### src/rtl/peri_timer_pkg.sv
// peri_timer_pkg: shared types and default sizes for the multi-channel timer.
//   tmr_state_e : per-channel FSM state (IDLE, RUN, DONE)
//   tmr_mode_e  : load-time operating mode (ONE_SHOT, PERIODIC)
//   DEF_*       : default parameter values used by peri_timer_mc / peri_timer_ch
package peri_timer_pkg;

  typedef enum logic [1:0] {
    IDLE = 2'd0,
    RUN  = 2'd1,
    DONE = 2'd2
  } tmr_state_e;

  typedef enum logic {
    ONE_SHOT = 1'b0,
    PERIODIC = 1'b1
  } tmr_mode_e;

  localparam int DEF_WIDTH   = 32;
  localparam int DEF_N_CH    = 4;
  localparam int DEF_PRESC_W = 8;

endpackage

### src/rtl/peri_timer_ch.sv
// peri_timer_ch: one down-counting timer channel.
//   clk_i      : clock, all state on rising edge
//   rst_ni     : asynchronous active-low reset
//   load_i     : load strobe, already qualified by the channel select
//   data_i     : start/reload value (0 forces DONE with an immediate irq)
//   mode_i     : 0 one-shot, 1 periodic (sampled with load_i)
//   presc_i    : tick every presc_i+1 cycles (sampled with load_i)
//   irq_ack_i  : clears the sticky irq flag
//   count_o    : current count
//   irq_o      : sticky terminal-count flag
//   running_o  : channel is in RUN
module peri_timer_ch
  import peri_timer_pkg::*;
#(
  parameter int WIDTH   = DEF_WIDTH,
  parameter int PRESC_W = DEF_PRESC_W
) (
  input  logic               clk_i,
  input  logic               rst_ni,
  input  logic               load_i,
  input  logic [WIDTH-1:0]   data_i,
  input  logic               mode_i,
  input  logic [PRESC_W-1:0] presc_i,
  input  logic               irq_ack_i,
  output logic [WIDTH-1:0]   count_o,
  output logic               irq_o,
  output logic               running_o
);

  tmr_state_e         state_reg;
  tmr_mode_e          mode_reg;
  logic [WIDTH-1:0]   count_reg;
  logic [WIDTH-1:0]   reload_reg;
  logic [PRESC_W-1:0] presc_reg;
  logic [PRESC_W-1:0] pcnt_reg;
  logic               irq_reg;

  logic tick;
  logic terminal;

  assign tick     = (state_reg == RUN) && (pcnt_reg == presc_reg);
  assign terminal = tick && (count_reg == WIDTH'(1));

  always_ff @(posedge clk_i or negedge rst_ni) begin
    if (!rst_ni) begin
      state_reg  <= IDLE;
      mode_reg   <= ONE_SHOT;
      count_reg  <= '0;
      reload_reg <= '0;
      presc_reg  <= '0;
      pcnt_reg   <= '0;
      irq_reg    <= 1'b0;
    end else if (load_i) begin
      // A load overrides anything the counter would do this cycle,
      // including a coincident terminal event (its irq is dropped).
      count_reg  <= data_i;
      reload_reg <= data_i;
      mode_reg   <= tmr_mode_e'(mode_i);
      presc_reg  <= presc_i;
      pcnt_reg   <= '0;
      if (data_i == '0) begin
        state_reg <= DONE;
        irq_reg   <= 1'b1;
      end else begin
        state_reg <= RUN;
        if (irq_ack_i) irq_reg <= 1'b0;
      end
    end else begin
      // Set beats acknowledge when both land on the same edge.
      if (terminal)       irq_reg <= 1'b1;
      else if (irq_ack_i) irq_reg <= 1'b0;

      if (state_reg == RUN) begin
        if (tick) begin
          pcnt_reg <= '0;
          if (terminal) begin
            if (mode_reg == PERIODIC) begin
              count_reg <= reload_reg;
            end else begin
              count_reg <= '0;
              state_reg <= DONE;
            end
          end else begin
            count_reg <= count_reg - WIDTH'(1);
          end
        end else begin
          pcnt_reg <= pcnt_reg + PRESC_W'(1);
        end
      end
    end
  end

  assign count_o   = count_reg;
  assign irq_o     = irq_reg;
  assign running_o = (state_reg == RUN);

endmodule

### src/rtl/peri_timer_mc.sv
// peri_timer_mc: N_CH-channel down-counting timer peripheral.
//   clk_i      : clock
//   rst_ni     : asynchronous active-low reset
//   ch_sel_i   : channel addressed by load_i and shown on cuenta_o
//   data_i     : start/reload value
//   load_i     : one-cycle load strobe for the selected channel
//   mode_i     : 0 one-shot, 1 periodic
//   presc_i    : prescaler compare value (tick every presc_i+1 cycles)
//   irq_ack_i  : per-channel interrupt clear
//   cuenta_o   : count of the selected channel (0 if ch_sel_i >= N_CH)
//   irq_o      : sticky per-channel terminal-count flags
//   running_o  : per-channel RUN indication
// Optional build macro PERI_TIMER_SNAPSHOT_EN adds snap_i / snap_o: a
// coherent copy of all channel counts captured on snap_i.
module peri_timer_mc
  import peri_timer_pkg::*;
#(
  parameter  int WIDTH   = DEF_WIDTH,
  parameter  int N_CH    = DEF_N_CH,
  parameter  int PRESC_W = DEF_PRESC_W,
  localparam int SEL_W   = (N_CH > 1) ? $clog2(N_CH) : 1
) (
  input  logic               clk_i,
  input  logic               rst_ni,
  input  logic [SEL_W-1:0]   ch_sel_i,
  input  logic [WIDTH-1:0]   data_i,
  input  logic               load_i,
  input  logic               mode_i,
  input  logic [PRESC_W-1:0] presc_i,
  input  logic [N_CH-1:0]    irq_ack_i,
  output logic [WIDTH-1:0]   cuenta_o,
  output logic [N_CH-1:0]    irq_o,
`ifdef PERI_TIMER_SNAPSHOT_EN
  output logic [N_CH-1:0]    running_o,
  input  logic               snap_i,
  output logic [N_CH*WIDTH-1:0] snap_o
`else
  output logic [N_CH-1:0]    running_o
`endif
);

  logic [WIDTH-1:0] count_arr [N_CH];

  for (genvar gi = 0; gi < N_CH; gi++) begin : g_ch
    logic load_ch;
    // Out-of-range selects match no channel, so such loads are dropped.
    assign load_ch = load_i && (ch_sel_i == SEL_W'(gi));

    peri_timer_ch #(
      .WIDTH   (WIDTH),
      .PRESC_W (PRESC_W)
    ) u_ch (
      .clk_i     (clk_i),
      .rst_ni    (rst_ni),
      .load_i    (load_ch),
      .data_i    (data_i),
      .mode_i    (mode_i),
      .presc_i   (presc_i),
      .irq_ack_i (irq_ack_i[gi]),
      .count_o   (count_arr[gi]),
      .irq_o     (irq_o[gi]),
      .running_o (running_o[gi])
    );
  end

  always_comb begin
    cuenta_o = '0;
    for (int i = 0; i < N_CH; i++) begin
      if (ch_sel_i == SEL_W'(i)) cuenta_o = count_arr[i];
    end
  end

`ifdef PERI_TIMER_SNAPSHOT_EN
  logic [N_CH*WIDTH-1:0] snap_reg;

  always_ff @(posedge clk_i or negedge rst_ni) begin
    if (!rst_ni) begin
      snap_reg <= '0;
    end else if (snap_i) begin
      for (int i = 0; i < N_CH; i++) snap_reg[i*WIDTH +: WIDTH] <= count_arr[i];
    end
  end

  assign snap_o = snap_reg;
`endif

endmodule

### config.mk
export PLATFORM = sky130hd
export DESIGN_NAME = peri_timer_mc
export DESIGN_NICKNAME = d
export VERILOG_FILES = /design/src/rtl/peri_timer_pkg.sv /design/src/rtl/peri_timer_ch.sv /design/src/rtl/peri_timer_mc.sv
export SDC_FILE = /design/constraint.sdc
export NUM_CORES = 1
export LEC_CHECK = 0
export BUFFER_PORTS_ARGS = -buffer_cell sky130_fd_sc_hd__buf_4
export CORE_ASPECT_RATIO = 0.5
export CORE_MARGIN = 3
export CORE_UTILIZATION = 35
export DETAILED_ROUTE_END_ITERATION = 10
export MAX_ROUTING_LAYER = met4
export SLEW_MARGIN = 20
export SYNTH_ARGS = -nofsm -noshare
export SYNTH_HDL_FRONTEND = slang
export SYNTH_SLANG_ARGS = --single-unit
### constraint.sdc
create_clock -name clk_i -period 7.5 [get_ports clk_i]
set_clock_uncertainty 0.1 [all_clocks]
set_input_delay 0.375 -clock clk_i [delete_from_list [all_inputs] [get_ports clk_i]]
set_output_delay 0.375 -clock clk_i [all_outputs]
set_load 0.05 [all_outputs]
Word level (Yosys, flattened, before mapping) --
Cells that the tools add are included.
Operators by class: $add $sub $neg 8, eq/ne operators 19, muxes and demuxes 73, reduce and logical (&&, ||, !) cells 34
Operators with widths (number):
- 2-to-1 mux 32 bit | 24
- == test 32 x 1 -> 1 bit (second input constant) | 4
- subtractor 32 x 1 -> 32 bit (second input constant) | 4
- 2-to-1 mux 8 bit | 12
- 2-to-1 mux 2 bit | 21
- adder 8 x 1 -> 8 bit (second input constant) | 4
- == test 8 bit | 4
- logical NOT 32 bit | 1
- nonzero test 2 bit | 12
- 2-to-1 mux 1 bit | 16
- AND reduction 4 bit | 4
- logical AND 1 bit | 12
- == test 2 x 1 -> 1 bit (second input constant) | 5
- != test 2 bit (second input constant) | 4
- AND reduction 2 bit | 4
- == test 2 bit (second input constant) | 2
- logical NOT 2 bit | 1
Storage, ports and cells: register bits 336, bits of input ports 50, output and inout bits 40, logic and storage cells 162

Logic depth before layout (Yosys ltp) --
Gate-level depths: netlist of run 1.
depth after elaboration 7, gate-level depth with buffers 10, mapped depth without buffers 8

By module --
From an unflattened synthesis of run 1, not the netlist that was laid out.
Second synthesis, totals: cell total of the unflattened synthesis 2004, area, all modules 19925.4 um^2
By module, submodules not included:
- peri_timer_ch (g_ch[0].u_ch ...) | times used 2, cells an instance 489, area each 4783.3 um^2, seq. area each 2102.0 um^2
- peri_timer_ch (g_ch[3].u_ch) | times used 1, cells an instance 504, area each 4810.9 um^2, seq. area each 2102.0 um^2
- peri_timer_ch (g_ch[2].u_ch) | times used 1, cells an instance 478, area each 4698.3 um^2, seq. area each 2102.0 um^2
- peri_timer_mc | times used 1, cells an instance 44, area each 849.6 um^2, seq. area each 0.0 um^2

Least setup slack after synthesis of run 1 --
No wires, ideal clock.
path type register to register, start register g_ch[0].u_ch.count_reg[6], end register g_ch[0].u_ch.count_reg[27], library setup time 0.122 ns, arrival time 2.879 ns, required time 7.278 ns, slack 4.400 ns, stages on the path, launching flop included 9, buffers on the path 2, period minus slack after synthesis 3.100 ns, cell sequence dfrtp_1 > or4_4 > or4b_4 > or2_1 > buf_6 > or4_1 > buf_2 > a22o_1 > a32o_1
On the way: longest elaborated chain between the ends 6, elaborated cells on any way between the ends 7, classes of those cells 1 x add/sub; 1 x eq/ne; 4 x mux; 1 x reduce/logical
RTL lines:
- from (decl) | line peri_timer_ch.sv:32 | logic [WIDTH-1:0] count_reg;
- from (signal assigned) | line peri_timer_ch.sv:56 | count_reg <= data_i;
- from (signal assigned) | line peri_timer_ch.sv:78 | count_reg <= reload_reg;
- from (signal assigned) | line peri_timer_ch.sv:84 | count_reg <= count_reg - WIDTH'(1);
- parallel branches: the longest is 2 deep, another holds subtractor 32 x 1 -> 32 bit
- 2-to-1 mux 32 bit (*) | line peri_timer_ch.sv:76 | if (terminal) begin
- 2-to-1 mux 32 bit (*) | line peri_timer_ch.sv:74 | if (tick) begin
- 2-to-1 mux 32 bit (*) | line peri_timer_ch.sv:73 | if (state_reg == RUN) begin
- 2-to-1 mux 32 bit (*) | line peri_timer_ch.sv:53 | end else if (load_i) begin
Every way passes the cells marked *. The select of a mux whose other input is x is not followed. A chain may end at the register's enable or synchronous reset.

Final worst setup path of run 1 --
start register g_ch[3].u_ch.count_reg[17], end register g_ch[3].u_ch.count_reg[31]
On the way: longest elaborated chain between the ends 6, elaborated cells on any way between the ends 7, classes of those cells 1 x add/sub; 1 x eq/ne; 4 x mux; 1 x reduce/logical
RTL lines (line):
- from (decl) | peri_timer_ch.sv:32
- from (signal assigned) | peri_timer_ch.sv:56
- from (signal assigned) | peri_timer_ch.sv:78
- from (signal assigned) | peri_timer_ch.sv:84
- parallel branches: the longest is 2 deep, another holds subtractor 32 x 1 -> 32 bit
- 2-to-1 mux 32 bit (*) | peri_timer_ch.sv:76
- 2-to-1 mux 32 bit (*) | peri_timer_ch.sv:74
- 2-to-1 mux 32 bit (*) | peri_timer_ch.sv:73
- 2-to-1 mux 32 bit (*) | peri_timer_ch.sv:53
Marked as above.

==> implementation parameters, run 1 <==
Parameter                              Value

Final layout
  Leading cell type in the layout, fill and taps excluded ... sky130_fd_sc_hd__nand2_1
  Share of final-layout standard cells stronger than drive strength 1 ... 10.8%
  Filler-free cell count of the finished design ... 2924
  Number of nets in the layout ... 2256
  Most used cells in the layout excluding fill and tap cells ... 598 x sky130_fd_sc_hd__nand2_1, 336 x sky130_fd_sc_hd__dfrtp_1, 136 x sky130_fd_sc_hd__nor2_1
  Number of inserted filler cells in the final layout ... 5179
  Relative area change from synthesis to final layout ... 13.8%
  Final Core Density ... 40.6%

Logic synthesis
  Yosys warning total ... 0
  Net count of the mapped netlist ... 2240
  Number of enable-type register cells in the synthesized netlist ... 0
  Gate count of the mapped netlist ... 2178
  Post-synthesis instance area ... 18700 um^2
  Syn_area_per_cell ... 8.60 um^2
  Portion of synthesized cell area occupied by the leading cell type ... 44.9%
  Count of distinct cell types in the synthesized netlist ... 75
  Post-synth ARST share ... 100%
  Commonest register cell after synthesis ... sky130_fd_sc_hd__dfrtp_1
  Main area contributors after synthesis ... sky130_fd_sc_hd__dfrtp_1 45%, sky130_fd_sc_hd__nand2_1 12%, sky130_fd_sc_hd__mux4_2 3.7%
  Sequential element share of the synthesized area ... 44.9%
  Cell type with the highest aggregate area in the netlist ... sky130_fd_sc_hd__dfrtp_1
  Flip-flop and latch count after synthesis ... 336

Timing
  Fmax ... 0.252 GHz
  Number of failing hold endpoints at the final stage ... 0
  Worst slew margin ... 24.9%
  Slew Limit Fails ... 0
  Setup repair after global routing missed its margin ... false
  Final period util ... 52.9%
  Setup_tns ... 0 ps
  Final-report setup violation count ... 0
  Worst Tran Pin Value ... 1120 ps
  Time the worst path needs with I/O delays and setup ... 3970 ps

Drt
  DR iter-0 viols ... 2027
  Avg Vias per Cell ... 5.93
  Total wirelength of the detailed-routed design ... 72.4 mm
  WL per Instance ... 24.8 um
  Total iterations of the first detailed-routing run ... 6
  Residual DRC count ... 0
  Vias post-DR ... 17400
  Post-route antenna net violation count ... 0

Global route
  Number of antenna violations at the first check in global routing ... 4
  GRT Residual Overflow ... 0
  Maximum number of pins on one net before global-route repair ... 164
  Global-route wire length before repair ... 108 mm
  Total Routing Usage GR ... 26.1%
  Number of global-route vias before repair ... 16200

Floorplanning
  Die Span X ... 333 um
  Die footprint ... 56500 um^2
  I/O pin total ... 90
  Area of the core ... 52400 um^2
  Effective utilization at floorplan ... 35.7%
  Total number of placement rows ... 59
  Vertical extent of the die ... 170 um

Clocking
  Post-CTS Setup Repair Bufs ... 0
  Insertion delay of the later-clocked pin in the worst-skew pair ... 550 ps
  Maximum number of buffers from clock root to sink ... 3
  Root buf cell ... sky130_fd_sc_hd__clkbuf_16
  CTS tree ... done
  Count of hold buffers inserted by post-cts repair ... 5
  Clock sink count ... 336
  Clock transition at the registers of the reported paths ... 70 ps
  Max H-tree Level ... 2
  Number of instances resized during post-cts repair ... 0
  Number of buffers created by CTS ... 37

Flow run
  Max-cap viol count ... 0

Worst setup path
  Arrival @ worst endpoint ... 4300 ps
  CP endpoint kind ... register
  CP Max Fanout ... 17
  Type of the setup path with the least slack ... reg -> reg
  Type of origin of the critical path ... register
  Data required, critical path ... 7830 ps

Pwr
  Pleak ... 9.28 nW
  Pwr dens ... 287 nW/um^2
  Total Power Consumption ... 0.00611 W
  Worst supply voltage drop on vdd ... 151 uV

Status
  Status ... completed

Placed design
  Last weighted congestion value of the routability-driven placer ... 0.987
  # placed instances ... 2851
  Detailed Place HPWL ... 51.1 mm
  # port buffers ... 89

Hold path
  Class of the tightest hold or removal check ... in -> reg
==> cells by family (layout without fill, tap and decap cells) <==
kind of cell	Yosys count	after routing	synth area share, %
buffers and inverters	176	220	3.76
xor gates and xnor gates	104	104	4.87
muxes	41	41	4.36
other	0	1	0
and+or+nand+nor	1073	1073	26.0
DFF	336	336	44.9
AOI/OAI and AO/OA	436	436	15.3
adders and majority gates	12	12	0.802
==> Yosys cell counts, types with 13 or more instances <==
cell	instances
sky130_fd_sc_hd__nand2_1	598
sky130_fd_sc_hd__dfrtp_1	336
sky130_fd_sc_hd__nor2_1	139
sky130_fd_sc_hd__o21ai_0	118
sky130_fd_sc_hd__clkbuf_1	112
sky130_fd_sc_hd__a21oi_1	67
sky130_fd_sc_hd__nand3_1	60
sky130_fd_sc_hd__xnor2_1	54
sky130_fd_sc_hd__nor3_1	53
sky130_fd_sc_hd__xor2_1	50
sky130_fd_sc_hd__nor4_1	46
sky130_fd_sc_hd__a31oi_1	39
sky130_fd_sc_hd__a22oi_1	34
sky130_fd_sc_hd__inv_1	31
sky130_fd_sc_hd__mux4_2	31
sky130_fd_sc_hd__o211ai_1	31
sky130_fd_sc_hd__or3_1	29
sky130_fd_sc_hd__nand4_1	25
sky130_fd_sc_hd__and3_1	23
sky130_fd_sc_hd__buf_1	20
sky130_fd_sc_hd__or4_1	20
sky130_fd_sc_hd__a221oi_1	19
sky130_fd_sc_hd__o31ai_1	14
sky130_fd_sc_hd__o22ai_1	13
==> metrics by stage <==
step,hold WS (ps),cell area (um^2),setup WS (ps)
2_1_floorplan,-20.6,18700,4400
3_3_place_gp,354,20000,3680
3_5_place_dp,357,20000,3430
4_1_cts,9.41,21300,3390
5_1_grt,18.6,21300,3310
6_report,32.2,21300,3530
==> where the power goes <==
group / internal (W) / switching (W) / leakage, nW
Combinational: 0.000572 / 0.000858 / 4.49
Sequential: 0.00215 / 0.000542 / 4.15
Clock: 0.00117 / 0.000814 / 0.643
==> worst paths after layout <==
| check | startpoint | to | slack (ps) | depth (start not counted) |
|---|---|---|---|---|
| worst max-delay path | g_ch[3].u_ch.count_o[17] | g_ch[3].u_ch.count_o[31] | 3530 | 6 |
| min in group asynchronous | rst_ni | g_ch[1].u_ch.irq_o | 380 | 2 |
| max in group asynchronous | rst_ni | g_ch[2].u_ch.reload_reg[5] | 5420 | 3 |
| worst max register to register | g_ch[3].u_ch.count_o[17] | g_ch[3].u_ch.count_o[31] | 3530 | 6 |
| worst min-delay path | presc_i[7] | g_ch[1].u_ch.presc_reg[7] | 30 | 3 |
| worst min register to register | g_ch[3].u_ch.reload_reg[8] | g_ch[3].u_ch.reload_reg[8] | 370 | 2 |
==> per-layer routing <==
| layer | vias to the layer above | part of all wire, % | GRT usage (%) |
|---|---|---|---|
| met3 | 121 | 11 | 5.67 |
| met5 | - | 0 | - |
| met1 | 8659 | 44 | 37.4 |
| met4 | 0 | 2.8 | 7.24 |
| met2 | 831 | 42 | 37.1 |
| li1 | 7741 | - | - |
==> final cells by class <==
cell class	count	area (um^2)	area share (%)
clock buffer	56	1160	5.44
inverter	31	116	0.546
sequential	336	8410	39.5
clock inverter	11	136	0.640
antenna	1	2.50	0.0117
multi-input combinational	1666	9660	45.3
timing repair buffer	122	948	4.45
tap	701	877	4.12
==> worst max-delay path: stages, from the launching register on <==
cell and delay [ps]:
sky130_fd_sc_hd__dfrtp_1 440, sky130_fd_sc_hd__nor4_1 440, sky130_fd_sc_hd__nor3b_1 770, sky130_fd_sc_hd__nand4_1 820, sky130_fd_sc_hd__o21ai_1 940, sky130_fd_sc_hd__o211ai_1 190, sky130_fd_sc_hd__o21a_1 140
(Power assumes the default switching activity.)
==> run 2, diff against run 1 <==
- clock period: 7.5 -> 4.15 ns (I/O delays scaled with it)
==> run 2 against run 1 <==
  * Final cell count up 2.5%
  * Utilization rose by 1.1 points
  * Total power grew 78%
  * Sequential share of layout area down 1.1 points
  * Largest cell class unchanged
  * Largest power group unchanged
  * Highest routed layer unchanged
==> implementation parameters, run 2 (synthesis gave the netlist of run 1 again) <==
Parameter                              Value

Worst setup path
  Crit-path most repeated cell ... sky130_fd_sc_hd__or4_1
  CP endpoint kind ... register
  Worst Reg2Reg Path Length in Cells ... 6 (unchanged)
  Worst flop-to-flop path endpoint ... g_ch[0].u_ch.count_o[27]
  Type of the setup path with the least slack ... reg -> reg
  Worst reg2reg setup slack ... 820 ps (-2710 ps)
  Number of buffers and inverters on the critical path ... 0 (unchanged)
  Type of origin of the critical path ... register
  Arrival @ worst endpoint ... 3650 ps (-650 ps)
  CP Max Fanout ... 7 (-10)
  Cell type of the slowest stage on the worst timing path ... sky130_fd_sc_hd__or4_1
  Dominant delay contributor by cell family on the critical path ... simple AND/OR/NAND/NOR gates
  R2r startpoint ... g_ch[0].u_ch.count_o[28]
  Largest stage delay on the critical path ... 700 ps (-240 ps)
  Data required, critical path ... 4470 ps (-3360 ps)
  Cell Chain, Critical Path ... or4_1 > or4b_4 > or2_1 > or4_1 > a22o_1 > a32o_1

Clocking
  Maximum number of buffers from clock root to sink ... 3 (unchanged)
  Clock sink count ... 336 (unchanged)
  Clock transition at the registers of the reported paths ... 60 ps (about the same)
  Root buf cell ... sky130_fd_sc_hd__clkbuf_16
  Max H-tree Level ... 2 (unchanged)
  Insertion delay of the later-clocked pin in the worst-skew pair ... 550 ps (about the same)
  Number of buffers created by CTS ... 36 (-2.7%)
  CTS tree ... done

Timing
  Final worst hold slack ... 164 ps (+132 ps)
  Fmax ... 0.300 GHz (+19%)
  Time the worst path needs with I/O delays and setup ... 3330 ps (-638 ps)
  Worst Tran Pin Value ... 1200 ps (+75.9 ps)
  Setup repair after global routing missed its margin ... false
  Number of failing hold endpoints at the final stage ... 0 (unchanged)
  Setup_tns ... 0 ps (unchanged)
  Final-report setup violation count ... 0 (unchanged)
  Slew Limit Fails ... 0 (unchanged)
  Final period util ... 80.2% (+27 points)
  Worst slew margin ... 20.0% (-4.9 points)

Floorplanning
  I/O pin total ... 90 (unchanged)
  Vertical extent of the die ... 170 um (unchanged)
  Die Span X ... 333 um (unchanged)
  Die footprint ... 56500 um^2 (unchanged)
  Total number of placement rows ... 59 (unchanged)
  Area of the core ... 52400 um^2 (unchanged)
  Effective utilization at floorplan ... 35.7% (unchanged)

Global route
  GRT Residual Overflow ... 0 (unchanged)
  Global-route wire length before repair ... 108 mm (+0.24%)
  Total Routing Usage GR ... 26.2% (+0.11 points)
  Number of antenna violations at the first check in global routing ... 2 (-2)
  Number of global-route vias before repair ... 16400 (+1.4%)
  Maximum number of pins on one net before global-route repair ... 97 (-41%)

Status
  Status ... completed

Final layout
  Relative area change from synthesis to final layout ... 17.0%
  Most used cells in the layout excluding fill and tap cells ... 598 x sky130_fd_sc_hd__nand2_1, 336 x sky130_fd_sc_hd__dfrtp_1, 150 x sky130_fd_sc_hd__buf_4
  Share of final-layout standard cells stronger than drive strength 1 ... 11.7% (+0.89 points)
  Number of nets in the layout ... 2333 (+3.4%)
  Filler-free cell count of the finished design ... 2997 (+2.5%)
  Leading cell type in the layout, fill and taps excluded ... sky130_fd_sc_hd__nand2_1

Placed design
  Last weighted congestion value of the routability-driven placer ... 0.969 (-1.9%)
  Detailed Place HPWL ... 51.8 mm (+1.3%)
  # placed instances ... 2888 (+1.3%)
  # port buffers ... 89 (unchanged)

Drt
  Post-route antenna net violation count ... 0 (unchanged)
  Residual DRC count ... 0 (unchanged)
  Total wirelength of the detailed-routed design ... 73.0 mm (+0.73%)
  Total iterations of the first detailed-routing run ... 8 (+2)
  Avg Vias per Cell ... 5.89 (-0.82%)
  DR iter-0 viols ... 2287 (+13%)
  Vias post-DR ... 17600 (+1.7%)
  WL per Instance ... 24.3 um (-1.7%)

Pwr
  Pleak ... 9.57 nW (+3.2%)
  Worst supply voltage drop on vdd ... 242 uV (+61%)
  Pwr dens ... 496 nW/um^2 (+73%)
  Total Power Consumption ... 0.0109 W (+78%)

Flow run
  Max-cap viol count ... 0 (unchanged)

Hold path
  Hold wc startpoint ... load_i
  Worst hold endpoint ... g_ch[1].u_ch.reload_reg[7]
  Class of the tightest hold or removal check ... in -> reg
  Hold-critical path depth ... 5 (+2)
run 2: changes by cell type in the layout (fill, tap and decap cells not counted), moves of 2 or more:
cell / previous run / this run
sky130_fd_sc_hd__buf_4: 115 / 150
sky130_fd_sc_hd__clkbuf_8: 12 / 14
sky130_fd_sc_hd__dlygate4sd3_1: 5 / 46
sky130_fd_sc_hd__buf_12: 1 / 3
sky130_fd_sc_hd__clkbuf_16: 39 / 37
sky130_fd_sc_hd__diode_2: 1 / 3
sky130_fd_sc_hd__clkinv_2: 6 / 2
sky130_fd_sc_hd__bufinv_16: 3 / 1
run 2: cell type report:
class | instances | area, um^2
fill | 5202 | 30500
sequential | 336 | 8410
clock buffer | 57 | 1140
clock inverter | 3 | 40.0
antenna | 3 | 7.51
inverter | 31 | 116
timing repair buffer | 200 | 1660
multi-input combinational | 1666 | 9640
tap | 701 | 877
run 2: worst max path at each step:
stage	from	endpoint	slack, ps	depth (start not counted)
4_1_cts	g_ch[0].u_ch.count_o[6]	g_ch[0].u_ch.count_o[27]	850	6
3_5_place_dp	g_ch[0].u_ch.count_o[6]	g_ch[0].u_ch.count_o[27]	860	6
2_1_floorplan	g_ch[0].u_ch.count_o[6]	g_ch[0].u_ch.count_o[27]	1050	8
5_1_grt	g_ch[2].u_ch.count_o[0]	g_ch[2].u_ch.count_o[22]	730	9
6_report	g_ch[0].u_ch.count_o[28]	g_ch[0].u_ch.count_o[27]	820	6
3_3_place_gp	g_ch[0].u_ch.count_o[6]	g_ch[0].u_ch.count_o[27]	910	6
run 2: metrics by stage:
stage / area (um^2) / worst slack (ps) / util, %
global placement: 20200 / 914 / 38.6
detailed placement: 20200 / 861 / 38.6
floorplan: 18700 / 1050 / -
CTS: 21900 / 852 / 41.8
finish: 21900 / 822 / 41.8
global route: 21900 / 730 / 41.8
run 2: per-layer routing:
layer  up-vias  global-route usage (%)  part of all wire, %
met2       948                    36.4                   41
li1       7899                       -                    -
met3       167                    8.06                   12
met5         -                       -                    0
met1      8626                    35.7                   43
met4         0                    10.0                  4.1
run 2: power by group:
group,internal [W],leakage (nW),switching (W),total (W)
combinational,0.00109,4.84,0.00157,0.00266
sequential,0.00388,4.15,0.000989,0.00487
clock,0.00194,0.586,0.00139,0.00332
total,0.00691,9.57,0.00395,0.0109
run 2: worst reg2reg max path, cell delays in order (launching register included):
cell and delay [ps]:
sky130_fd_sc_hd__dfrtp_1 440, sky130_fd_sc_hd__or4_1 660, sky130_fd_sc_hd__or4b_4 550, sky130_fd_sc_hd__or2_1 310, sky130_fd_sc_hd__or4_1 700, sky130_fd_sc_hd__a22o_1 270
sky130_fd_sc_hd__a32o_1 200
run 2: timing repair:
item	4_1_cts	5_1_grt
setup buffers	0	0
hold endpoints to repair	301	0
resized for setup	0	0
hold buffers	46	0
